## src/rtl/audio_pdm_out.sv

```systemverilog
// audio_pdm_out -- volume / soft-mute stage followed by a first-order
// sigma-delta (PDM) modulator for the badge speaker pin. A small Wishbone
// register file holds CTRL, VOLUME and a sticky underrun STATUS flag. A
// watchdog forces silence when the filter bank stops delivering samples.
// Build option: define AUDIO_PDM_SOFT_MUTE_EN to ramp the gain one step per
// sample. Otherwise the gain jumps straight to its target.
module audio_pdm_out #(
  parameter int                       AUDIO_BDEPTH  = 12,
  parameter int                       ADDRESS_WIDTH = 16,
  parameter int                       DATA_WIDTH    = 8,
  parameter int                       DATA_BYTES    = DATA_WIDTH / 8,
  parameter logic [ADDRESS_WIDTH-1:0] BASE_ADDRESS  = 16'h0000,
  parameter int                       CLK_DIV       = 4,
  parameter int                       TIMEOUT       = 4096
) (
  input  logic                     clk_i,
  input  logic                     rst_ni,
  input  logic [ADDRESS_WIDTH-1:0] adr_i,
  input  logic [DATA_WIDTH-1:0]    dat_i,
  output logic [DATA_WIDTH-1:0]    dat_o,
  input  logic                     we_i,
  input  logic [DATA_BYTES-1:0]    sel_i,
  input  logic                     stb_i,
  input  logic                     cyc_i,
  output logic                     ack_o,
  input  logic [2:0]               cti_i,
  input  logic [AUDIO_BDEPTH-1:0]  audio_in,
  input  logic                     valid_in,
  output logic                     pdm_o
);

  localparam int B      = AUDIO_BDEPTH;
  localparam int PW     = B + 9;                    // signed product width
  localparam int WD_W   = $clog2(TIMEOUT + 1);
  localparam int TICK_W = (CLK_DIV > 1) ? $clog2(CLK_DIV) : 1;

  localparam logic [WD_W-1:0]   WD_MAX   = WD_W'(TIMEOUT);
  localparam logic [WD_W-1:0]   WD_LAST  = WD_W'(TIMEOUT - 1);
  localparam logic [TICK_W-1:0] TICK_END = TICK_W'(CLK_DIV - 1);

  // Register file and Wishbone handshake
  logic       enable_q, enable_d;
  logic       mute_q, mute_d;
  logic [7:0] volume_q, volume_d;
  logic       status_q, status_d;
  logic       ack_q, ack_d;

  // Datapath state
  logic signed [B-1:0] sample_q, sample_d;
  logic signed [B-1:0] scaled_q, scaled_d;
  logic [7:0]          cur_gain_q, cur_gain_d;
  logic [WD_W-1:0]     wd_q, wd_d;
  logic [TICK_W-1:0]   tick_q, tick_d;
  logic [B:0]          acc_q, acc_d;
  logic                pdm_q, pdm_d;

  // Combinational helpers
  logic [7:0]           local_adr;
  logic                 in_range;
  logic                 adr_ok;
  logic                 wb_req;
  logic                 wb_wr;
  logic [7:0]           gain_target;
  logic                 underrun;
  logic                 underrun_event;
  logic signed [PW-1:0] sample_ext;
  logic signed [PW-1:0] gain_ext;
  logic signed [PW-1:0] product;
  logic signed [PW-1:0] shifted;
  logic [B-1:0]         u_val;
  logic [B:0]           acc_sum;
  logic                 tick_wrap;

  assign local_adr = adr_i[7:0];
  assign in_range  = (adr_i[ADDRESS_WIDTH-1:8] == BASE_ADDRESS[ADDRESS_WIDTH-1:8]);
  assign adr_ok    = (local_adr <= 8'h02);
  assign wb_req    = cyc_i & stb_i & in_range & adr_ok;
  assign wb_wr     = wb_req & we_i;

  // Starvation: watchdog saturated, and the edge on which it gets there.
  assign underrun       = (wd_q == WD_MAX);
  assign underrun_event = enable_q & ~valid_in & (wd_q == WD_LAST);

  // A mute/volume write landing with a sample strobe steers that very step.
  assign gain_target = mute_d ? 8'h00 : volume_d;

  // Read mux: only a live, decoded request drives the bus.
  always_comb begin
    dat_o = '0;
    if (wb_req) begin
      case (local_adr)
        8'h00:   begin dat_o[0] = enable_q; dat_o[1] = mute_q; end
        8'h01:   dat_o[7:0] = volume_q;
        8'h02:   dat_o[0] = status_q;
        default: dat_o = '0;
      endcase
    end
  end

  // Register writes, sticky underrun flag (a fresh underrun beats a clear).
  always_comb begin
    enable_d = enable_q;
    mute_d   = mute_q;
    volume_d = volume_q;
    status_d = status_q;
    ack_d    = wb_req;
    if (wb_wr) begin
      case (local_adr)
        8'h00:   begin enable_d = dat_i[0]; mute_d = dat_i[1]; end
        8'h01:   volume_d = dat_i[7:0];
        8'h02:   status_d = 1'b0;
        default: ;
      endcase
    end
    if (underrun_event) begin
      status_d = 1'b1;
    end
  end

  // Gain tracking: step (or jump) toward the target on every sample strobe.
  always_comb begin
    cur_gain_d = cur_gain_q;
    if (!enable_q) begin
      cur_gain_d = 8'h00;
    end else if (valid_in) begin
`ifdef AUDIO_PDM_SOFT_MUTE_EN
      if (cur_gain_q < gain_target) begin
        cur_gain_d = cur_gain_q + 8'd1;
      end else if (cur_gain_q > gain_target) begin
        cur_gain_d = cur_gain_q - 8'd1;
      end
`else
      cur_gain_d = gain_target;
`endif
    end else if (underrun) begin
      cur_gain_d = 8'h00;
    end
  end

  // Sample capture and starvation watchdog.
  always_comb begin
    sample_d = sample_q;
    wd_d     = wd_q;
    if (valid_in) begin
      sample_d = audio_in;
    end
    if (!enable_q || valid_in) begin
      wd_d = '0;
    end else if (!underrun) begin
      wd_d = wd_q + 1'b1;
    end
  end

  // Scale by Q1.7 gain, floor-shift by 7, then clamp to the sample range.
  always_comb begin
    sample_ext = {{9{sample_q[B-1]}}, sample_q};
    gain_ext   = {{B{1'b0}}, cur_gain_q, 1'b0} >>> 1;
    product    = sample_ext * gain_ext;
    shifted    = product >>> 7;
    scaled_d   = shifted[B-1:0];
    if (shifted[PW-1:B-1] != {(PW-B+1){shifted[B-1]}}) begin
      scaled_d = shifted[PW-1] ? {1'b1, {(B-1){1'b0}}} : {1'b0, {(B-1){1'b1}}};
    end
  end

  // Offset-binary sample for the modulator; midscale while starved.
  always_comb begin
    u_val = {~scaled_q[B-1], scaled_q[B-2:0]};
    if (underrun) begin
      u_val = {1'b1, {(B-1){1'b0}}};
    end
  end

  // Tick divider and first-order sigma-delta accumulator.
  always_comb begin
    tick_wrap = (tick_q == TICK_END);
    acc_sum   = {1'b0, acc_q[B-1:0]} + {1'b0, u_val};
    tick_d    = tick_wrap ? '0 : tick_q + 1'b1;
    acc_d     = acc_q;
    pdm_d     = pdm_q;
    if (!enable_q) begin
      tick_d = '0;
      acc_d  = '0;
      pdm_d  = 1'b0;
    end else if (tick_wrap) begin
      acc_d = acc_sum;
      pdm_d = acc_sum[B];
    end
  end

  // State registers with synchronous active-low reset.
  always_ff @(posedge clk_i) begin
    if (!rst_ni) begin
      enable_q   <= 1'b1;
      mute_q     <= 1'b0;
      volume_q   <= 8'h80;
      status_q   <= 1'b0;
      ack_q      <= 1'b0;
      sample_q   <= '0;
      scaled_q   <= '0;
      cur_gain_q <= 8'h00;
      wd_q       <= '0;
      tick_q     <= '0;
      acc_q      <= '0;
      pdm_q      <= 1'b0;
    end else begin
      enable_q   <= enable_d;
      mute_q     <= mute_d;
      volume_q   <= volume_d;
      status_q   <= status_d;
      ack_q      <= ack_d;
      sample_q   <= sample_d;
      scaled_q   <= scaled_d;
      cur_gain_q <= cur_gain_d;
      wd_q       <= wd_d;
      tick_q     <= tick_d;
      acc_q      <= acc_d;
      pdm_q      <= pdm_d;
    end
  end

  assign ack_o = ack_q;
  assign pdm_o = pdm_q;

  // Bus fields this block deliberately ignores, plus the stored carry bit.
  logic unused_inputs;
  assign unused_inputs = ^{sel_i, cti_i, acc_q[B], product[6:0], gain_ext[PW-1]};

endmodule

```

## config.mk

```make
export PLATFORM = sky130hd
export DESIGN_NAME = audio_pdm_out
export DESIGN_NICKNAME = d
export VERILOG_FILES = /design/src/rtl/audio_pdm_out.sv
export SDC_FILE = /design/constraint.sdc
export NUM_CORES = 1
export LEC_CHECK = 0
export BUFFER_PORTS_ARGS = -buffer_cell sky130_fd_sc_hd__buf_2
export CAP_MARGIN = 20
export CORE_AREA = 3 3 121 123
export CTS_CLUSTER_SIZE = 28
export DETAILED_ROUTE_END_ITERATION = 12
export DIE_AREA = 0 0 124 126
export GPL_TIMING_DRIVEN = 0
export HOLD_SLACK_MARGIN = 0.03
export MAX_ROUTING_LAYER = met4
export PLACE_DENSITY = 0.7
export SKIP_CTS_REPAIR_TIMING = 1
export SYNTH_ARGS = -nofsm -noshare
export SYNTH_HDL_FRONTEND = slang
export SYNTH_SLANG_ARGS = --single-unit
```

## constraint.sdc

```tcl
create_clock -name clk_i -period 6.5 [get_ports clk_i]
set_input_delay 0.975 -clock clk_i [delete_from_list [all_inputs] [get_ports clk_i]]
set_output_delay 0.975 -clock clk_i [all_outputs]
set_load 0.1 [all_outputs]
```

==> impl_metrics.csv <==
group,metric,value,unit
synthesis,synth_xor_xnor_area_share,4.46,%
pwr,p_leak,3.66,nW
critical_path,rr_worst_depth,17,
route,detail_route.wl_per_cell,13.7,um
synthesis,synth_seq_cells,72,
synthesis,synth.largest_area_cell,"fa_1",
place,place_congestion,0.847,
synthesis,yosys_warnings,0,
synthesis,synthMuxAreaShare,4.70,%
floorplanning,num_rows,43,
synthesis,syn_avg_cell_area,8.84,um^2
synthesis,synthAdderAreaFrac,32.5,%
finish,final_nets,1010,
timing,grt_setup_unrepaired,"false",
worst_hold_path,hold_depth,1,
floorplanning,initial_core_util,49.7,%
timing,worst_pin_slew,775,ps
grt,grt_antenna_before_repair,0,
run,drv_cap,0,
synthesis,synth.area.top_cells,"fa_1 (23%), dfxtp_1 (21%), ha_1 (9.7%), inv_1 (7.2%), and2_1 (5.9%)",
critical_path,crit_fanout,10,
place,hpwl,11400,um
finish,register_area,1440,um^2
critical_path,crit_arrival,5660,ps
synthesis,synth_cell_type_count,57,
grt,track_usage,19.4,%
critical_path,crit_chain,"clkbuf_1 -> and2_1 -> fa_1 -> fa_1 -> inv_1 -> fa_1 -> fa_1 -> inv_1 -> ha_1 -> a21o_1 -> a21oi_1 -> o221ai_1 -> a21oi_1 -> xnor2_2 -> o2111ai_1 -> buf_2 -> o31ai_1",
synthesis,async_reset_ff_share,0,%
grt,grt_pass1_wl,23600,um
route,vias_per_cell,4.98,
grt,grt_max_degree,15,
critical_path,worstSetupStartpointType,"flip-flop",
clocking,cts_buffers,9,
clocking,worstSkewPairLatency,340,ps
route,drc,0,
route,ant_nets,0,
worst_hold_path,min_path_type,"flip-flop to flip-flop",
timing,fin_skew,10.0,ps
finish,fillers,1354,
pwr,cellPowerDensity,141,nW/um^2
synthesis,synthCells,774,
floorplanning,dieHeight,126,um
finish,drive_gt1_share,10.5,%
critical_path,critPathKind,"flip-flop to flip-flop",
synthesis,netlist_area,6840,um^2
place,numPortBuffers,48,
synthesis,synth_common_cells,"inv_1 (131), fa_1 (78), dfxtp_1 (72), nand2_1 (67), and2_1 (65)",
timing,fin_crit_sh,83.9,%
critical_path,crit_path_max_incr_delay,640,ps
synthesis,syn_nets,951,
clocking,root_buffer,"clkbuf_16",
route,vias,5069,
grt,grt_overflow,0,
clocking,tritoncts,"done",
floorplanning,dieArea,15600,um^2
route,routed_wl,13900,um
floorplanning,coreArea,13800,um^2
critical_path,crit_family,"adder cells",
critical_path,cp.depth,17,
finish,multi_input_area,4780,um^2
clocking,cts_max_path_buffers,2,
timing,hold_viol_final,0,
finish,utilization,55.3,%
finish,n_antenna_cell,0,
clocking,htreeDepth,3,
pwr,power.total,1.07,mW
grt,grt_pass1_vias,4983,
route,drt-initial-drc-count,250,
clocking,clk_pin_slew,60,ps
clocking,numClockSinks,72,
critical_path,critPathBufInv,4,
pwr,ir_drop,0.000131,V
critical_path,slowest_stage,"fa_1",
finish,syn_to_final_growth,11.3,%
timing,max_freq,0.183,GHz
critical_path,endpoint_kind,"flip-flop",
critical_path,crit_top_cell,"fa_1",
synthesis,synth_top_family_by_area,"adder cells",
run_status,status,"finished clean",
timing,fin_crit,5450,ps
route,drtPass1Iterations,5,
critical_path,worstPathRequired,6710,ps
floorplanning,io_pins,56,
synthesis,synth_edf_count,0,
floorplanning,die_w,124,um
timing,drv_slew,0,
synthesis,yosys.area_share.simple,18.6,%
synthesis,synth_top_area_share,22.8,%
synthesis,seq_area_frac_synth,21.1,%
timing,setup_viol,0,
synthesis,yosysMostFrequentCell,"inv_1",
timing,setup_tns,0,ps
timing,slew_headroom,48.1,%
synthesis,synth_compound_area_share,9.60,%
synthesis,synthFlopType,"dfxtp_1",
## worst register-to-register path: stages, from the launching register on
cell	delay, ps
dfxtp_1	410
clkbuf_1	460
and2_1	290
fa_1	520
fa_1	640
inv_1	120
fa_1	480
fa_1	550
inv_1	50
ha_1	370
a21o_1	200
a21oi_1	140
o221ai_1	120
a21oi_1	220
xnor2_2	130
o2111ai_1	170
buf_2	330
o31ai_1	110
## power breakdown
| group | switching [mW] | internal (mW) |
|---|---|---|
| sequential | 0.00821 | 0.453 |
| clock | 0.207 | 0.302 |
| combinational | 0.0616 | 0.0427 |
| total | 0.277 | 0.798 |
## placed cells by master, fill, tap and decap left out, drive strengths merged, types with 4 or more instances in the layout
cell type	n
o21a	6
nand3	13
xnor2	20
fa	78
a2bb2oi	8
nand2b	4
buf	52
o21ai	23
a211oi	6
o211ai	4
nor4	4
or3	6
o21bai	4
xor2	14
dfxtp	72
and2	66
inv	133
nand4	5
clkbuf	36
nor2b	4
mux2i	31
nor3	7
nor2	62
ha	53
nand2	69
a21oi	18
## metrics by stage
step	hold WS (ps)	setup slack, ps	area (um^2)	instances
2_1_floorplan	404	1700	6840	774
3_3_place_gp	420	1080	7310	1002
3_5_place_dp	422	1050	7310	1002
4_1_cts	435	1040	7610	1018
5_1_grt	443	752	7610	1018
6_report	435	1050	7610	1018
## sequential cells by signal, summed over array words and instances, names as in the netlist
register    count
wd_q           13
acc_q          12
sample_q       12
scaled_q       12
cur_gain_q      8
volume_q        8
tick_q          2
ack_o           1
enable_q        1
mute_q          1
pdm_o           1
status_q        1
## kinds of logic after synthesis
group / after synthesis
mux: 32
fa+ha+maj: 131
simple gates: 253
flops: 72
compound gates: 90
buf+inv: 162
xor+xnor: 34
## layout make-up
class / instances / area share, %
sequential: 72 / 18.9
timing repair buffer: 48 / 3.15
clock inverter: 7 / 1.05
multi-input combinational: 540 / 62.8
inverter: 131 / 6.46
buffer: 31 / 1.66
tap: 180 / 2.96
clock buffer: 9 / 2.96
## final timing paths
kind | start | to | slack [ps]
setup reg to reg | cur_gain_q[1] | scaled_q[6] | 1050
hold reg to reg | tick_q[0] | tick_q[0] | 440
setup / recovery | cur_gain_q[1] | scaled_q[6] | 1050
hold / removal | tick_q[0] | tick_q[0] | 440
## per-layer routing
| layer | track usage, % | routed length, um |
|---|---|---|
| met1 | 26.2 | 6690 |
| met2 | 31.1 | 6710 |
| met3 | 3.82 | 459 |
| met4 | 3.09 | 73 |
| met5 | - | 0 |
Note: power is estimated with default switching activity, not from simulation.
